$ cat src/rtl/sensor_conditioner.sv
// Irrigation controller input front-end.
// Synchronizes, debounces and qualifies the six raw field inputs.
module sensor_conditioner #(
    parameter int DEBOUNCE_CYCLES = 50000,
    parameter int CNT_W           = 16
) (
    input  logic       clock,
    input  logic       reset,
    input  logic [5:0] raw_in,
    output logic       H,
    output logic       M,
    output logic       L,
    output logic       T,
    output logic       Us,
    output logic       Ua,
    output logic       sensors_valid,
    output logic       changed
);

    localparam int NCH = 6;

    // Terminal count of a channel filter; the compare happens before the
    // increment would reach DEBOUNCE_CYCLES, so the counter never wraps.
    localparam logic [CNT_W-1:0] CNT_TOP = CNT_W'(DEBOUNCE_CYCLES - 1);

    // One extra bit so DEBOUNCE_CYCLES+2 fits even at the top of the range.
    localparam logic [CNT_W:0] WARM_TOP = (CNT_W + 1)'(DEBOUNCE_CYCLES + 2);

    logic [NCH-1:0]   sync1_q;
    logic [NCH-1:0]   sync2_q;
    logic [NCH-1:0]   stable_q;
    logic [NCH-1:0]   stable_d;
    logic [CNT_W-1:0] cnt_q [NCH];
    logic [CNT_W-1:0] cnt_d [NCH];
    logic [CNT_W:0]   wcnt_q;
    logic [CNT_W:0]   wcnt_d;
    logic             valid_q;
    logic             valid_d;
    logic             changed_q;
    logic             changed_d;

    // Two-flop synchronizer for the asynchronous field inputs.
    always_ff @(posedge clock) begin
        if (reset) begin
            sync1_q <= '0;
            sync2_q <= '0;
        end else begin
            sync1_q <= raw_in;
            sync2_q <= sync1_q;
        end
    end

    // Per-channel debounce: a new level must persist for the full count.
    always_comb begin
        stable_d = stable_q;
        for (int i = 0; i < NCH; i++) begin
            cnt_d[i] = '0;
            if (sync2_q[i] != stable_q[i]) begin
                if (cnt_q[i] == CNT_TOP) begin
                    stable_d[i] = sync2_q[i];
                end else begin
                    cnt_d[i] = cnt_q[i] + 1'b1;
                end
            end
        end
    end

    // Warm-up qualifier and change strobe; power-up captures are not reported.
    always_comb begin
        wcnt_d    = (wcnt_q == WARM_TOP) ? wcnt_q : wcnt_q + 1'b1;
        valid_d   = valid_q | (wcnt_d == WARM_TOP);
        changed_d = valid_q & (stable_d != stable_q);
    end

    // State registers for filters, warm-up and strobe.
    always_ff @(posedge clock) begin
        if (reset) begin
            stable_q  <= '0;
            wcnt_q    <= '0;
            valid_q   <= 1'b0;
            changed_q <= 1'b0;
            for (int i = 0; i < NCH; i++) begin
                cnt_q[i] <= '0;
            end
        end else begin
            stable_q  <= stable_d;
            wcnt_q    <= wcnt_d;
            valid_q   <= valid_d;
            changed_q <= changed_d;
            for (int i = 0; i < NCH; i++) begin
                cnt_q[i] <= cnt_d[i];
            end
        end
    end

    assign H             = stable_q[5];
    assign M             = stable_q[4];
    assign L             = stable_q[3];
    assign T             = stable_q[2];
    assign Us            = stable_q[1];
    assign Ua            = stable_q[0];
    assign sensors_valid = valid_q;
    assign changed       = changed_q;

endmodule

$ cat config.mk
export PLATFORM = sky130hd
export DESIGN_NAME = sensor_conditioner
export DESIGN_NICKNAME = d
export VERILOG_FILES = /design/src/rtl/sensor_conditioner.sv
export SDC_FILE = /design/constraint.sdc
export NUM_CORES = 1
export LEC_CHECK = 0
export ABC_AREA = 1
export BUFFER_PORTS_ARGS = -buffer_cell sky130_fd_sc_hd__buf_2
export CAP_MARGIN = 40
export CORE_UTILIZATION = 55
export CTS_CLUSTER_SIZE = 24
export DETAILED_ROUTE_END_ITERATION = 6
export PLACE_DENSITY = 0.75
export SLEW_MARGIN = 40
export SYNTH_ARGS = -nofsm -noshare
export SYNTH_HDL_FRONTEND = slang
export SYNTH_SLANG_ARGS = --single-unit
$ cat constraint.sdc
create_clock -name clock -period 1.7 [get_ports clock]
set_clock_uncertainty 0.2 [all_clocks]
set_input_delay 0.255 -clock clock [delete_from_list [all_inputs] [get_ports clock]]
set_output_delay 0.255 -clock clock [all_outputs]
set_load 0.05 [all_outputs]
After elaboration in Yosys (flattened, before gate mapping)
Memories as Yosys holds them, arrays and structs flattened.
Cells that the tools add are included.
- memory bits (writable): 96
- register bits after elaboration: 37
- output and inout bits: 8
- word-level logic and storage cells: 71
- memories: 1
- memory list (name ; depth ; width ; rd ports ; clocked after memory_dff ; write ports ; RTL line ; text):
    cnt_q ; 6 ; 16 ; 6 ; 0 ; 6 ; 33 ; logic [CNT_W-1:0] cnt_q [NCH];
- eq/ne operators: 15
- mux-type cells: 34
- add/sub/neg operators: 7
- bitwise gates (word level): 8
- operator list (kind ; number):
    two-way mux 16 bit ; 18
    adder 16 x 1 -> 16 bit, second input constant ; 6
    equality test 16 bit, second input constant ; 6
    equality test 17 x 16 -> 1 bit, second input constant ; 2
    adder 17 x 1 -> 17 bit, second input constant ; 1
    two-way mux 17 bit ; 1
    two-way mux 1 bit ; 15
    bitwise OR 1 bit ; 7
    inequality test 1 bit ; 6
    inequality test 6 bit ; 1
    bitwise AND 1 bit ; 1

Logic depth before layout (Yosys ltp)
Gate-level depths: netlist (run 1).
- depth in word-level cells: 5
- depth in mapped cells: 13

Worst setup path after synthesis (run 1)
OpenSTA, ideal clock, no wires.
- kind: register to register
- from: mem cnt_q[5][0]
- to: mem cnt_q[5][7]
- cell stages (with the launch flop): 10
- data arrival time: 1.357 ns
- required time: 1.372 ns
- path slack: 0.015 ns
- setup time: 0.128 ns
- buffers on the path: 1
- period minus slack after synthesis: 1.685 ns
- cells stage by stage: dfxtp_1 -> ha_1 -> nand2_1 -> nor2_1 -> inv_2 -> nor2_1 -> nand2_1 -> nand3_2 -> buf_4 -> nor3_1
- RTL lines (element ; RTL line):
    start, declared ; 33

==> results.sh, run 1 <==
export IMPL_run_status="complete, but fails checks"
export IMPL_failed_checks="setup timing"
export IMPL_dp_final_hpwl_um=9560
export IMPL_grt_max_degree=19
export IMPL_leakagePower_nw=3.51
export IMPL_postSynthNetCount=859
export IMPL_worst_slew_pin_slew_ns=0.413
export IMPL_antenna_found_initial=0
export IMPL_clock_sinks=133
export IMPL_post_detailed_route_drc_marker_count=0
export IMPL_timing_critical_path_required_ns=1.94
export IMPL_viasPerCell=5.59
export IMPL_drv_cap=0
export IMPL_setup_worst_path_class="register to register"
export IMPL_cts_root_buffer="clkbuf_8"
export IMPL_path_cells="ha_4 -> nand2_2 -> inv_2 -> nand2_4 -> nor2_4 -> nand2_2 -> nor2_4 -> nand2_4 -> nor3_2 -> nor2_1 -> nor3_1"
export IMPL_drtAntennaViolNets=0
export IMPL_drive_above_1_share_pct=38.3
export IMPL_worst_r2r_setup_slack_ns=-0.22
export IMPL_period_minus_slack_ns=1.92
export IMPL_number_of_synthesized_register_bits=133
export IMPL_worst_path_buf_inv=1
export IMPL_final_worst_setup_slack_ns=-0.215
export IMPL_slowest_stage_cell_on_the_critical_path="dfxtp_4"
export IMPL_num_io_pins=16
export IMPL_report_final_slew_viol_count=0
export IMPL_crit_path_max_incr_delay_ns=0.38
export IMPL_grt_first_pass_wirelength_um=24000
export IMPL_worst_skew_pair_late_latency_ns=0.55
export IMPL_ctsHtreeMaxLevel=4
export IMPL_mappedNetlistArea_mm2=0.00620
export IMPL_gr_total_overflow=0
export IMPL_die_area_mm2=0.0117
export IMPL_timing_hold_worst_class="register to register"
export IMPL_synthCells=843
export IMPL_postSynthAreaPerCell_um2=7.35
export IMPL_via_count_of_the_first_global_routing_pass=5695
export IMPL_power_density_mw_per_mm2=799
export IMPL_dieHeight_um=108
export IMPL_chipWidth_um=108
export IMPL_firstDrtPassIters=6
export IMPL_tritoncts="done"
export IMPL_nets=1007
export IMPL_placement_io_buffers=15
export IMPL_layout_cell_area_non_filler_mm2=0.00898
export IMPL_cts_buffers=17
export IMPL_clkTransAtPathRegs_ns=0.07
export IMPL_finalSetupViolations=43
export IMPL_crit_path_max_delay_family="simple AND/OR/NAND/NOR gates"
export IMPL_dr_first_iter_drc_count=491
export IMPL_worst_endpoint_arrival_ns=2.16
export IMPL_place_ws_ns=-0.0919
export IMPL_antenna_cells_inserted=0
export IMPL_layout_worst_path_cycle_share_pct=113
export IMPL_peakVddDrop_mv=1.00
export IMPL_synth_yosys_warnings=0
export IMPL_setup_total_negative_slack_ns=-2.59
export IMPL_report_final_hold_viol_count=0
export IMPL_filler_cell_count=566
export IMPL_core_region_area_mm2=0.0109
export IMPL_grt_use_total_pct=26.2
export IMPL_max_freq_mhz=522
export IMPL_areaGrowthSynthToFinish_pct=44.8
export IMPL_starting_density_of_the_core_pct=56.9
export IMPL_yosys_cell_types_count=40
export IMPL_placement_cell_area_mm2=0.00701
export IMPL_seq_area_frac_synth_pct=42.9
export IMPL_standard_cell_rows=38
export IMPL_end_kind="register"
export IMPL_timing_critical_path_fanout_max=4
export IMPL_rsz_0062_raised_after_global_routing="yes"
export IMPL_ctsLongestPathBuffers=2
export IMPL_critPathLaunchType="register"
export IMPL_route_final_wire_length_um=18600
export IMPL_power_total_w=0.00717
export IMPL_slew_headroom_pct=72.3
export IMPL_route_detailed_wl_per_inst_um=16.2
export IMPL_detailroute_via_count=6392
export IMPL_finalWeightedCongestion=0.981
through the flow:
stage	util, %	std cells	hold WS [ns]
floorplan	-	843	0.162
global placement	64.4	1062	0.192
detailed placement	64.4	1062	0.195
CTS	73.7	1118	0.204
global route	82.5	1144	0.237
finish	82.5	1144	0.206
worst paths after layout:
check,start,end,depth (start not counted)
worst min-delay path,sync1_q[1]$_SDFF_PP0_,sync2_q[1]$_SDFF_PP0_,2
worst min register to register,sync1_q[1]$_SDFF_PP0_,sync2_q[1]$_SDFF_PP0_,2
worst max register to register,cnt_q[1][0]$_SDFF_PP0_,cnt_q[1][14]$_SDFF_PP0_,11
worst max-delay path,cnt_q[1][0]$_SDFF_PP0_,cnt_q[1][14]$_SDFF_PP0_,11
tightest hold or removal path, cell delays in order (launching register included):
cell	delay (ns)
dfxtp_1	0.30
inv_1	0.04
nor2_1	0.03
cell usage after synthesis, drive strengths merged:
library cell | instances | area, um^2
nor3b | 13 | 103
dfxtp | 133 | 2660
o21a | 4 | 30.0
clkbuf | 4 | 15.0
a21oi | 51 | 255
xor2 | 22 | 193
ha | 8 | 100
o211ai | 3 | 22.5
nor4 | 4 | 31.3
and3 | 2 | 12.5
or2 | 9 | 56.3
or3 | 2 | 12.5
nand3 | 55 | 305
xnor2 | 8 | 70.1
nand2 | 153 | 607
nor3 | 44 | 274
a31oi | 5 | 31.3
nor2 | 154 | 668
a211oi | 2 | 15.0
o21ai | 12 | 60.1
buf | 6 | 40.0
o21bai | 3 | 26.3
o22ai | 1 | 6.26
inv | 124 | 465
nand4 | 21 | 138
power breakdown:
| group | leakage, nW | internal (W) | switching [W] |
|---|---|---|---|
| clock network | 0.297 | 0.00242 | 0.00137 |
| registers | 1.09 | 0.00313 | 0.0000245 |
| logic | 2.12 | 0.000104 | 0.000112 |
| total | 3.51 | 0.00566 | 0.00151 |
cell families (layout without fill, tap and decap cells):
group           Yosys count  after routing  share of synthesized area [%]
simple gates            457            457                           35.6
buf+inv                 134            295                           8.40
flops                   133            133                           42.9
compound gates           81             81                           7.20
xor+xnor                 30             30                           4.24
fa+ha+maj                 8              8                           1.61
layout make-up:
type	count	area [um^2]	area share, %
clock buffers	24	490	5.46
clock inverters	8	120	1.34
inverters	124	473	5.27
multi-input cells	576	3790	42.2
flip-flops and latches	133	2720	30.3
well taps	140	175	1.95
repair buffers	139	1200	13.4
flip-flops by register name, summed over array words and instances, names as in the netlist:
signal and cells:
changed 1, cnt_q 96, sensors_valid 1, stable_q 6, sync1_q 6, sync2_q 6, wcnt_q 17
layout by cell type, fill, tap and decap left out, types with 4 or more instances in the layout:
cell type	synthesis	final
nor2_2	18	29
dfxtp_1	133	102
dlygate4sd3_1	0	11
a21oi_1	51	43
a31oi_1	5	5
nand2_2	10	30
nor2_1	130	99
o21ai_0	11	9
inv_1	119	106
or2_0	5	5
nand2_4	1	10
o21a_1	4	4
dfxtp_4	0	9
clkbuf_8	0	6
nor3_4	3	6
a21oi_2	0	8
xnor2_1	8	7
buf_2	2	11
clkbuf_16	0	19
nand4_1	20	20
nor3_1	37	30
nor3b_1	12	6
nor2_4	6	26
nand3_1	49	27
nand3_4	0	12
nor3b_2	1	7
ha_4	0	6
inv_2	5	15
nor3_2	4	8
xor2_1	22	20
nand3_2	6	16
buf_4	4	97
buf_6	0	9
buf_12	0	6
nand2_1	142	113
dfxtp_2	0	22
metal layers:
layer	vias to the layer above	share of wire (%)	track usage, %
met1	3057	38	28.4
met2	245	53	47.6
met5	-	0	0
met3	76	5.1	6.69
li1	3014	-	-
met4	0	4.1	11.4
what timing repair did:
item	in CTS	in global routing
setup buffers	13	26
hold endpoints to repair	28	0
resized for setup	54	192
hold buffers	11	0
pin swaps	15	75
setup endpoints to repair	64	98
cloned	0	3
Note: power is estimated with default switching activity, not from simulation.
==> run 2: changes to the inputs <==
--- a/config.mk
+++ b/config.mk
@@ -11,7 +11,7 @@
 export CORE_UTILIZATION = 55
 export CTS_CLUSTER_SIZE = 24
 export DETAILED_ROUTE_END_ITERATION = 6
-export PLACE_DENSITY = 0.75
+export PLACE_DENSITY_LB_ADDON = 0.08
 export SLEW_MARGIN = 40
 export SYNTH_ARGS = -nofsm -noshare
 export SYNTH_HDL_FRONTEND = slang
==> run 2 against run 1 <==
Compared with the run above: flip-flop and latch count is the same; cell area down 1.1%; total power decreased by 4.3%; combinational power is 11% lower; via count shrank 5.8%; clock power fell by 7.6%; sequential power barely moved; count of clock-buffer cells in the layout is 4 lower; critical path depth down 2; the run still ends with setup timing left; fmax increased by 3.8%; first-iteration DRC count fell by 18%.
==> results.sh, run 2 (synthesis gave the netlist of run 1 again) <==
export IMPL_num_io_pins=16
export IMPL_leakagePower_nw=3.51
export IMPL_critPathLaunchType="register"
export IMPL_layout_core_utilization_pct=81.5
export IMPL_cts_root_buffer="clkbuf_8"
export IMPL_finalWeightedCongestion=0.908
export IMPL_worst_endpoint_arrival_ns=2.06
export IMPL_max_freq_mhz=542
export IMPL_most_common_cell_after_layout_fill_and_taps_aside="nand2_1"
export IMPL_drv_cap=0
export IMPL_power_density_mw_per_mm2=773
export IMPL_ctsHtreeMaxLevel=4
export IMPL_clkTransAtPathRegs_ns=0.06
export IMPL_dieHeight_um=108
export IMPL_cts_buffers=17
export IMPL_dp_final_hpwl_um=9460
export IMPL_hp_start="sync1_q[4]$_SDFF_PP0_"
export IMPL_critPathLaunch="cnt_q[5][1]$_SDFF_PP0_"
export IMPL_grt_max_degree=17
export IMPL_tritoncts="done"
export IMPL_end_kind="register"
export IMPL_antenna_cells_inserted=0
export IMPL_grt_use_total_pct=24.8
export IMPL_clock_sinks=133
export IMPL_run_status="complete, but fails checks"
export IMPL_final_worst_setup_slack_ns=-0.144
export IMPL_via_count_of_the_first_global_routing_pass=5513
export IMPL_layout_cell_area_non_filler_mm2=0.00888
export IMPL_report_final_hold_viol_count=0
export IMPL_period_minus_slack_ns=1.84
export IMPL_drive_above_1_share_pct=37.9
export IMPL_viasPerCell=5.27
export IMPL_drtAntennaViolNets=0
export IMPL_antenna_found_initial=0
export IMPL_layout_worst_path_cycle_share_pct=108
export IMPL_chipWidth_um=108
export IMPL_setup_total_negative_slack_ns=-1.35
export IMPL_slew_headroom_pct=70.1
export IMPL_worst_slew_pin_slew_ns=0.444
export IMPL_layout_top_registers="cnt_q (96), wcnt_q (17)"
export IMPL_starting_density_of_the_core_pct=56.9
export IMPL_firstDrtPassIters=5
export IMPL_instances_no_fill=1143
export IMPL_whs_path_depth=2
export IMPL_nets=1007
export IMPL_placement_cell_area_mm2=0.00703
export IMPL_areaGrowthSynthToFinish_pct=43.2
export IMPL_dr_first_iter_drc_count=404
export IMPL_standard_cell_rows=38
export IMPL_finalSetupViolations=34
export IMPL_placement_io_buffers=15
export IMPL_rr_startpoint="cnt_q[5][1]$_SDFF_PP0_"
export IMPL_final_cell_mix="118 x nand2_1, 105 x inv_1, 102 x nor2_1"
export IMPL_failed_checks="setup timing"
export IMPL_worst_skew_pair_late_latency_ns=0.53
export IMPL_detailroute_via_count=6021
export IMPL_place_inst=1066
export IMPL_core_region_area_mm2=0.0109
export IMPL_ctsLongestPathBuffers=2
export IMPL_rsz_0062_raised_after_global_routing="yes"
export IMPL_route_detailed_wl_per_inst_um=14.0
export IMPL_grt_first_pass_wirelength_um=23200
export IMPL_timing_hold_worst_class="register to register"
export IMPL_timing_critical_path_fanout_max=3
export IMPL_gr_total_overflow=0
export IMPL_setup_worst_path_class="register to register"
export IMPL_worst_r2r_cell_count=9
export IMPL_post_detailed_route_drc_marker_count=0
export IMPL_number_of_flip_flops_in_the_largest_register=96
export IMPL_route_final_wire_length_um=16000
export IMPL_report_final_slew_viol_count=0
export IMPL_peakVddDrop_mv=0.844
export IMPL_timing_critical_path_required_ns=1.92
export IMPL_largest_register="cnt_q"
export IMPL_place_ws_ns=-0.0907
export IMPL_die_area_mm2=0.0117
run 2: timing repair:
action	4_1_cts	5_1_grt
setup endpoints to repair	59	94
pin swaps	16	71
hold endpoints to repair	12	0
buffers inserted	8	28
cloned	1	2
gates resized for setup	57	185
hold buffers	7	0
run 2: worst paths after layout:
path | to | slack (ns)
worst max-delay path | cnt_q[5][14]$_SDFF_PP0_ | -0.14
worst min register to register | sync2_q[4]$_SDFF_PP0_ | 0.21
worst min-delay path | sync2_q[4]$_SDFF_PP0_ | 0.21
worst max register to register | cnt_q[5][14]$_SDFF_PP0_ | -0.14
run 2: worst max-delay path, cell delays in order (launching register included):
cell,delay [ns]
dfxtp_2,0.36
ha_4,0.16
nand2_4,0.06
nor2_4,0.15
inv_2,0.07
nor3_4,0.24
nand3_2,0.15
nor2_4,0.12
and3_4,0.18
nor3_2,0.04
run 2: report_power, final:
group	total, W	switching (W)	internal [W]
clock	0.00351	0.00134	0.00217
sequential	0.00315	0.0000259	0.00313
combinational	0.000191	0.0000969	0.0000940
run 2: routing by layer:
metal	vias to the layer above	part of all wire [%]	global-route usage, %
li1	3002	-	-
met1	2863	41	27.9
met2	129	53	46.2
met3	27	3.8	6.33
met4	0	1.7	6.26
met5	-	0	0
run 2: final cells by class:
| cell class | instances | area (um^2) |
|---|---|---|
| Fill cell | 685 | 2010 |
| Tap cell | 140 | 175 |
| Clock inverter | 11 | 108 |
| Clock buffer | 20 | 455 |
| Multi-Input combinational cell | 576 | 3750 |
| Timing Repair Buffer | 139 | 1180 |
| Inverter | 124 | 470 |
| Sequential cell | 133 | 2740 |
run 2: through the flow:
step                power [W]  hold slack (ns)
floorplan             0.00330            0.162
CTS                   0.00686            0.208
finish                0.00686            0.207
global placement      0.00336            0.191
detailed placement    0.00336            0.196
global route          0.00706            0.232
